<file path="src/rtl/clock_period_meter.sv">
// Measures period and high time of an asynchronous signal in clock_in cycles.
// Single-shot or continuous, with a cycle-count timeout while waiting for edges.
module clock_period_meter #(
    parameter logic [27:0] TIMEOUT    = 28'd50_000_000,
    parameter bit          CONTINUOUS = 1'b0
) (
    input  logic        clock_in,
    input  logic        reset_n,
    input  logic        sig_in,
    input  logic        start,
    output logic        busy,
    output logic [27:0] period,
    output logic [27:0] high_time,
    output logic        valid,
    output logic        timeout
);

    typedef enum logic [1:0] {
        StIdle,
        StArm,
        StMeasure
    } state_e;

    state_e      state_q, state_d;
    logic        sync1_q, sync2_q, hist_q;
    logic [1:0]  warm_q;
    logic        edges_ok;
    logic        rise;
    logic        fall;
    logic [27:0] cnt_q;
    logic [27:0] hi_cap_q;
    logic        fell_q;
    logic        at_limit;

    always_ff @(posedge clock_in or negedge reset_n) begin
        if (!reset_n) begin
            sync1_q <= 1'b0;
            sync2_q <= 1'b0;
            hist_q  <= 1'b0;
            warm_q  <= 2'd0;
        end else begin
            sync1_q <= sig_in;
            sync2_q <= sync1_q;
            hist_q  <= sync2_q;
            if (warm_q != 2'd3) begin
                warm_q <= warm_q + 2'd1;
            end
        end
    end

    // Edges stay masked until the chain holds real samples, so a level that
    // was already high at reset release is not mistaken for a rise.
    assign edges_ok = (warm_q == 2'd3);
    assign rise     = edges_ok & sync2_q & ~hist_q;
    assign fall     = edges_ok & ~sync2_q & hist_q;
    assign at_limit = (cnt_q == TIMEOUT - 28'd1);

    always_ff @(posedge clock_in or negedge reset_n) begin
        if (!reset_n) begin
            state_q <= StIdle;
        end else begin
            state_q <= state_d;
        end
    end

    always_comb begin
        state_d = state_q;
        unique case (state_q)
            StIdle: begin
                if (start) state_d = StArm;
            end
            StArm: begin
                if (rise) begin
                    state_d = StMeasure;
                end else if (at_limit) begin
                    state_d = StIdle;
                end
            end
            StMeasure: begin
                if (rise) begin
                    state_d = CONTINUOUS ? StMeasure : StIdle;
                end else if (at_limit) begin
                    state_d = StIdle;
                end
            end
            default: state_d = StIdle;
        endcase
    end

    always_comb begin
        busy = (state_q != StIdle);
    end

    // A rise always wins over the timeout limit in the same cycle.
    always_ff @(posedge clock_in or negedge reset_n) begin
        if (!reset_n) begin
            cnt_q     <= 28'd0;
            hi_cap_q  <= 28'd0;
            fell_q    <= 1'b0;
            period    <= 28'd0;
            high_time <= 28'd0;
            valid     <= 1'b0;
            timeout   <= 1'b0;
        end else begin
            valid   <= 1'b0;
            timeout <= 1'b0;
            unique case (state_q)
                StIdle: begin
                    if (start) cnt_q <= 28'd0;
                end
                StArm: begin
                    if (rise) begin
                        cnt_q  <= 28'd1;
                        fell_q <= 1'b0;
                    end else if (at_limit) begin
                        timeout <= 1'b1;
                    end else begin
                        cnt_q <= cnt_q + 28'd1;
                    end
                end
                StMeasure: begin
                    if (rise) begin
                        period    <= cnt_q;
                        high_time <= fell_q ? hi_cap_q : 28'd0;
                        valid     <= 1'b1;
                        cnt_q     <= 28'd1;
                        fell_q    <= 1'b0;
                    end else if (at_limit) begin
                        timeout <= 1'b1;
                    end else begin
                        cnt_q <= cnt_q + 28'd1;
                        if (fall && !fell_q) begin
                            hi_cap_q <= cnt_q;
                            fell_q   <= 1'b1;
                        end
                    end
                end
                default: begin
                    cnt_q <= 28'd0;
                end
            endcase
        end
    end

endmodule

</file>
<file path="config.mk">
export PLATFORM = sky130hd
export DESIGN_NAME = clock_period_meter
export DESIGN_NICKNAME = d
export VERILOG_FILES = /design/src/rtl/clock_period_meter.sv
export SDC_FILE = /design/constraint.sdc
export NUM_CORES = 1
export LEC_CHECK = 0
export ABC_AREA = 1
export CAP_MARGIN = 30
export CELL_PAD_IN_SITES_DETAIL_PLACEMENT = 1
export CELL_PAD_IN_SITES_GLOBAL_PLACEMENT = 1
export CORE_MARGIN = 4
export CORE_UTILIZATION = 43
export DETAILED_ROUTE_END_ITERATION = 12
export PLACE_DENSITY_LB_ADDON = 0.1
export SYNTH_ARGS = -nofsm -noshare
export SYNTH_HDL_FRONTEND = slang
export SYNTH_SLANG_ARGS = --single-unit
export TNS_END_PERCENT = 10
</file>
<file path="constraint.sdc">
create_clock -name clock_in -period 2.37 [get_ports clock_in]
set_clock_uncertainty 0.2 [all_clocks]
set_input_delay 0.474 -clock clock_in [delete_from_list [all_inputs] [get_ports clock_in]]
set_output_delay 0.474 -clock clock_in [all_outputs]
set_load 0.02 [all_outputs]
</file>
==> metrics.md, run 1 <==
| Metric | Value |
|---|---|
| Largest family of logic cells by synthesized area | simple AND/OR/NAND/NOR gates |
| Die Ht | 124.8 µm |
| Multi-input gate area | 2402 µm² |
| Synth Area in Adders | 1.280% |
| CP top delay family | buffers and inverters |
| First-pass GRT wire length | 28,560 µm |
| Most frequent cell after synthesis | nand2_1 |
| # port buffers | 62 |
| GP Congestion | 0.9893 |
| RSZ-0062 raised after global routing | false |
| Dominant cells by area after synthesis | dfrtp_1 52%, nand2_1 15%, o21ai_2 5.2% |
| Synth Area per Inst | 8.416 µm² |
| Synth Area in Simple Gates | 28.31% |
| CP Max Fanout | 4 |
| DR iter-0 viols | 386 |
| Antenna viol nets, final | 0 |
| Max-slew violation count | 0 |
| Hold path startpoint | sync1_q |
| Status | complete, no violations |
| Crit path capture type | primary output |
| Row cnt | 42 |
| Tmin final | 2.176 ns |
| Req. time, crit path | 1.70 ns |
| Reg2reg path depth | 9 |
| Worst VDD drop | 0.5630 mV |
| Period utilisation layout | 91.83% |
| I/O pin count | 63 |
| Final Hold Viols | 0 |
| Worst Hold End | sync2_q |
| Drc violations | 0 |
| Full die area | 15,570 µm² |
| Clock power frac | 46.3% |
| Yosys top cell by area | dfrtp_1 |
| DRT Pass-1 Iters | 4 |
| Pwr Density | 834.4 nW/µm² |
| Antenna cells | 0 |
| DP HPWL | 12,290 µm |
| FMAX | 459.5 MHz |
| Fin cells | 963 |
| Starting Density | 44.12% |
| Post-synth EDFFs | 0 |
| WP data arrival | 1.50 ns |
| GRT overflow | 0 |
| Slowest CP cell | dfrtp_1 |
| Synth top area share | 52.05% |
| CTS H-tree lvls | 4 |
| Largest net degree at the start of global routing | 85 |
| CP max stage delay | 0.40 ns |
| Max-slew headroom | 66.66% |
| Internal | 4.331 mW |
| Pleak | 3.306 nW |
| Most frequent CP cell | inv_1 |
| Switching Fraction | 29.85% |
| Worst Hold Path Cells | 0 |
| Terminus of the critical flop-to-flop path | cnt_q[15] |
| Synth Register Bits | 122 |
| FILL cells | 1,565 |
| Clock slew at reported path FFs | 0.06 ns |
| Crit-path cells | inv_1, ha_1, inv_1, dlygate4sd2_1 |
| Routed len/inst | 17.73 µm |
| WP buf/inv | 3 |
| Die width | 124.8 µm |
| Fraction of registers with async set/reset | 100.0% |
| CTS tree | done |
| Clock latency on the worst-skew pair | 0.42 ns |
| Comb pwr share | 18.0% |
| Main flop type after synthesis | dfrtp_1 |
| Ys Warns | 0 |
| Synth Area in Compound Gates | 10.39% |
| Total number of vias | 5,058 |
| Share of power burned in registers | 35.7% |
| Max Cap Viol | 0 |
| GR Util All Layers | 23.04% |
| Initial antenna violation count | 0 |
| Detailed-route vias per instance | 5.252 |
| Worst Hold Class | reg2reg |
| Register area share after synthesis | 52.05% |
| CTS Sinks | 122 |
| Startpoint Class | flop |
| R2r setup slk | 0.30 ns |
| Netlist Area Pre-Place | 5866 µm² |
| Critical path type | reg2out |
| Mux share of post-synthesis cell area | 0.1920% |
| Cells after DPL | 930 |
| Setup bufs post-CTS | 0 |
| Final net count | 784 |
| Slew @ Worst Pin | 0.5000 ns |
| Unique masters post-synth | 30 |
| Setup TNS | 0 ns |
| Vias in the first global route | 5,363 |
| Psw | 1.842 mW |
| Final setup viols | 0 |
| Clock root cell | clkbuf_16 |
| Synth cell count leaders | 235 x nand2_1, 122 x dfrtp_1, 55 x nor2_1 |
| Num CTS Buffers | 17 |
| Syn Inst Count | 697 |
| Reg2reg start | state_q[1] |
| Synth Net Count | 707 |
| Share of cells above drive strength 1 | 14.10% |
| Core Region | 13,300 µm² |
| Area growth from synthesis to layout | 26.13% |
| Register area | 3053 µm² |
| WL final | 17,080 µm |
| Clock Tree Buf Depth | 2 |
| Post-Synth XOR/XNOR Area | 0.7466% |
| CP startpoint | state_q[0] |
## layout by cell type, fill, tap and decap left out, drive strengths merged, types with 2 or more instances in the layout
| cell | netlist | layout |
|---|---|---|
| o21ai | 91 | 91 |
| xor2 | 4 | 4 |
| bufinv | 0 | 5 |
| dfrtp | 122 | 122 |
| buf | 21 | 26 |
| clkbuf | 9 | 18 |
| nor4 | 2 | 2 |
| clkdlybuf4s50 | 0 | 60 |
| clkinv | 0 | 4 |
| clkinvlp | 0 | 3 |
| nor3 | 2 | 2 |
| nand4 | 31 | 31 |
| nand2 | 240 | 240 |
| nand3 | 49 | 49 |
| inv | 53 | 55 |
| nor2 | 61 | 61 |
| ha | 6 | 6 |
## kinds of logic (layout without fill, tap and decap cells)
family                     Yosys count  count (layout)
AOI/OAI and AO/OA                   94              94
xor gates and xnor gates             5               5
adders and majority gates            6               6
muxes                                1               1
DFF                                122             122
and+or+nand+nor                    386             386
buffers and inverters               83             173
## power groups by stage
stage | logic, mW | clock network (mW) | registers [mW]
floorplan | 0.707 | 0 | 2.25
global placement | 1.07 | 0 | 2.23
detailed placement | 1.10 | 0 | 2.24
CTS | 1.11 | 2.89 | 2.20
global route | 1.23 | 3.00 | 2.21
finish | 1.11 | 2.86 | 2.20
## per-stage QoR
stage | power (mW) | hold WS, ns | util [%] | area [µm²] | setup slack [ns]
finish | 6.173 | 0.1505 | 55.65 | 7398 | 0.1937
global route | 6.437 | 0.1669 | 55.65 | 7398 | 0.06861
CTS | 6.203 | 0.1491 | 55.63 | 7396 | 0.1625
detailed placement | 3.344 | 0.1363 | 50.70 | 6740 | 0.2085
global placement | 3.305 | 0.1377 | 50.70 | 6740 | 0.2724
floorplan | 2.957 | -0.02159 | - | 5866 | 0.4623
## state kept, by name, summed over array words and instances (netlist names)
signal     flops
sync1_q        1
state_q        2
high_time     28
hist_q         1
cnt_q         28
hi_cap_q      28
valid          1
timeout        1
warm_q         2
fell_q         1
sync2_q        1
period        28
## worst max-delay path by stage
stage                     end  slack [ns]  depth (start not counted)
detailed placement  cnt_q[15]        0.21                          9
floorplan           cnt_q[18]        0.46                          8
CTS                 cnt_q[15]        0.16                          9
global route           fell_q        0.07                         12
global placement    cnt_q[25]        0.27                          8
finish                   busy        0.19                          4
## metal layers
layer | share of wire (%) | vias up | global-route usage [%] | routed length (µm)
li1 | - | 2433 | - | -
met4 | 2.0 | 0 | 7.350 | 348
met3 | 4.2 | 26 | 5.189 | 714
met2 | 48 | 107 | 37.37 | 8257
met1 | 45 | 2492 | 30.76 | 7757
met5 | 0 | - | 0 | 0
## final cells by class
class,instances,area share [%]
clock buffer,18,5.801
clock inverter,14,2.943
inverter,53,2.689
multi-input combinational,492,32.47
sequential,122,41.27
tap,176,2.976
timing repair buffer,88,11.86
## timing repair
item,4_1_cts,5_1_grt
hold buffers,1,0
resized for setup,1,1
hold endpoints to repair,33,0
setup endpoints to repair,1,9
(Power assumes the default switching activity.)
==> run 2, diff against run 1 <==
--- a/config.mk
+++ b/config.mk
@@ -7,10 +7,11 @@
 export LEC_CHECK = 0
 export ABC_AREA = 1
 export CAP_MARGIN = 30
-export CELL_PAD_IN_SITES_DETAIL_PLACEMENT = 1
+export CELL_PAD_IN_SITES_DETAIL_PLACEMENT = 0
 export CELL_PAD_IN_SITES_GLOBAL_PLACEMENT = 1
 export CORE_MARGIN = 4
 export CORE_UTILIZATION = 43
+export CTS_CLUSTER_SIZE = 10
 export DETAILED_ROUTE_END_ITERATION = 12
 export PLACE_DENSITY_LB_ADDON = 0.1
 export SYNTH_ARGS = -nofsm -noshare
==> run 2 against run 1 <==
Effect of this change: sequential share of layout area increased by 0.50 points; cell area fell by 1.2%; via count down 4.1%; utilization decreased by 0.67 points; non-clock buffer count did not move; count of clock-buffer cells in the layout increased by 4; wire length fell by 12%; combinational power is essentially flat; critical path type is now reg2reg; largest cell class unchanged; largest power group unchanged; highest routed layer unchanged.
==> metrics.md, run 2 (same netlist as run 1, synthesis figures left out) <==
| Metric | Value |
|---|---|
| Status | complete, no violations |
| Final net count | 784 (unchanged) |
| Vias in the first global route | 4,595 (-14%) |
| Routed len/inst | 15.70 µm (-11%) |
| Final Hold Viols | 0 (unchanged) |
| Clock root cell | clkbuf_16 |
| Setup TNS | 0 ns (unchanged) |
| Antenna viol nets, final | 0 (unchanged) |
| RSZ-0062 raised after global routing | false |
| Pleak | 3.275 nW (-0.95%) |
| Max-slew violation count | 0 (unchanged) |
| Period utilisation layout | 91.89% (about the same) |
| Area after DPL | 6740 µm² (unchanged) |
| CTS tree | done |
| Die width | 124.8 µm (unchanged) |
| DRT Pass-1 Iters | 5 (+1) |
| Most frequent cells in the layout | 235 x nand2_1, 122 x dfrtp_1, 60 x clkdlybuf4s50_1, 55 x nor2_1, 49 x inv_1 |
| Worst VDD drop | 0.6958 mV (+24%) |
| CTS H-tree lvls | 4 (unchanged) |
| Worst Hold End | sync2_q |
| Setup bufs post-CTS | 0 (unchanged) |
| I/O pin count | 63 (unchanged) |
| Num CTS Buffers | 17 (unchanged) |
| GP Congestion | 0.9893 (unchanged) |
| Hold path startpoint | sync1_q |
| Slew @ Worst Pin | 0.4929 ns (-0.007147 ns) |
| CTS Sinks | 122 (unchanged) |
| Crit path capture type | flop |
| Tmin final | 2.178 ns (+0.001430 ns) |
| First-pass GRT wire length | 24,980 µm (-13%) |
| R2r setup slk | 0.19 ns (-0.11 ns) |
| # port buffers | 62 (unchanged) |
| Clock latency on the worst-skew pair | 0.42 ns (about the same) |
| DP HPWL | 11,110 µm (-9.6%) |
| Total number of vias | 4,852 (-4.1%) |
| Area growth from synthesis to layout | 24.62% |
| Worst Hold Class | reg2reg |
| Full die area | 15,570 µm² (unchanged) |
| Share of cells above drive strength 1 | 13.50% (-0.60 points) |
| Pwr Density | 787.3 nW/µm² (-5.6%) |
| Worst slack at placement | 0.2199 ns (+0.01140 ns) |
| Max Cap Viol | 0 (unchanged) |
| Clock Tree Buf Depth | 2 (unchanged) |
| Reg2reg path depth | 9 (unchanged) |
| Worst Hold Path Cells | 0 (unchanged) |
| CP Max Fanout | 22 (+18) |
| Detailed-route vias per instance | 5.049 (-3.9%) |
| Largest net degree at the start of global routing | 85 (unchanged) |
| DR iter-0 viols | 454 (+18%) |
| Drc violations | 0 (unchanged) |
| Initial antenna violation count | 0 (unchanged) |
| Critical path type | reg2reg |
| GR Util All Layers | 20.17% (-2.9 points) |
| Antenna cells | 0 (unchanged) |
| Final setup viols | 0 (unchanged) |
| GRT overflow | 0 (unchanged) |
| Row cnt | 42 (unchanged) |
| WL final | 15,090 µm (-12%) |
| Post-route cell area | 7310 µm² (-1.2%) |
| Die Ht | 124.8 µm (unchanged) |
| Most common cell after layout, fill and taps aside | nand2_1 |
| FMAX | 459.2 MHz (about the same) |
| Fin worst setup slack | 0.1923 ns (-0.001430 ns) |
| Reg2reg start | state_q[0] |
| Clock slew at reported path FFs | 0.06 ns (about the same) |
| Starting Density | 44.12% (unchanged) |
| Req. time, crit path | 2.52 ns (+0.82 ns) |
| WP data arrival | 2.33 ns (+0.83 ns) |
| Core Region | 13,300 µm² (unchanged) |
| Terminus of the critical flop-to-flop path | cnt_q[23] |
| Max-slew headroom | 67.02% (+0.36 points) |
| Startpoint Class | flop |
[run 2: cell count changes in the layout (fill, tap and decap cells not counted), moves of 2 or more]
cell,previous run,this run
inv_6,2,0
clkinvlp_4,3,1
clkbuf_1,1,3
clkbuf_8,0,2
bufinv_16,5,2
clkinv_2,2,4
[run 2: worst max path at each step]
stage	start	endpoint	slack, ns
floorplan	state_q[1]	cnt_q[18]	0.46
global placement	state_q[0]	cnt_q[25]	0.27
detailed placement	state_q[0]	cnt_q[23]	0.22
CTS	state_q[0]	busy	0.17
global route	state_q[0]	cnt_q[23]	0.06
finish	state_q[0]	cnt_q[23]	0.19
[run 2: worst max-delay path, cell delays in order (launching register included)]
cell	delay (ns)
dfrtp_1	0.39
inv_1	0.09
ha_1	0.30
inv_1	0.06
nor2_1	0.40
nand3_2	0.20
nand2_4	0.14
buf_12	0.17
nand2_1	0.08
o21ai_2	0.06
[run 2: cell type report]
type	instances	area, µm²
Clock inverter	8	96.34
Clock buffer	22	464.2
Multi-Input combinational cell	492	2400
Fill cell	1273	5986
Sequential cell	122	3053
Tap cell	176	220.2
Inverter	53	198.9
Timing Repair Buffer	88	877.1
[run 2: through the flow]
stage | total power, mW | std cells | util (%) | hold WS, ns
2_1_floorplan | 2.957 | 697 | - | -0.02159
3_3_place_gp | 3.305 | 930 | 50.70 | 0.1377
3_5_place_dp | 3.313 | 930 | 50.70 | 0.1347
4_1_cts | 5.796 | 961 | 54.98 | 0.1466
5_1_grt | 6.027 | 961 | 54.98 | 0.1520
6_report | 5.754 | 961 | 54.98 | 0.1453
[run 2: layer usage]
layer | global-route usage (%) | share of wire [%] | vias to the layer above
met3 | 4.245 | 4.8 | 22
met5 | 0 | 0 | -
met2 | 29.61 | 45 | 129
met4 | 8.059 | 1.9 | 0
li1 | - | - | 2429
met1 | 29.11 | 48 | 2272
[run 2: timing repair]
item,4_1_cts,5_1_grt
endpoints found under the setup margin,1,0
hold buffers,1,0
gates resized for setup,1,0
hold endpoints to repair,33,0
[run 2: power breakdown]
part           internal, mW  total, mW  switching (mW)
clock                  1.58       2.48           0.893
sequential             2.15       2.20          0.0505
combinational         0.308       1.08           0.769
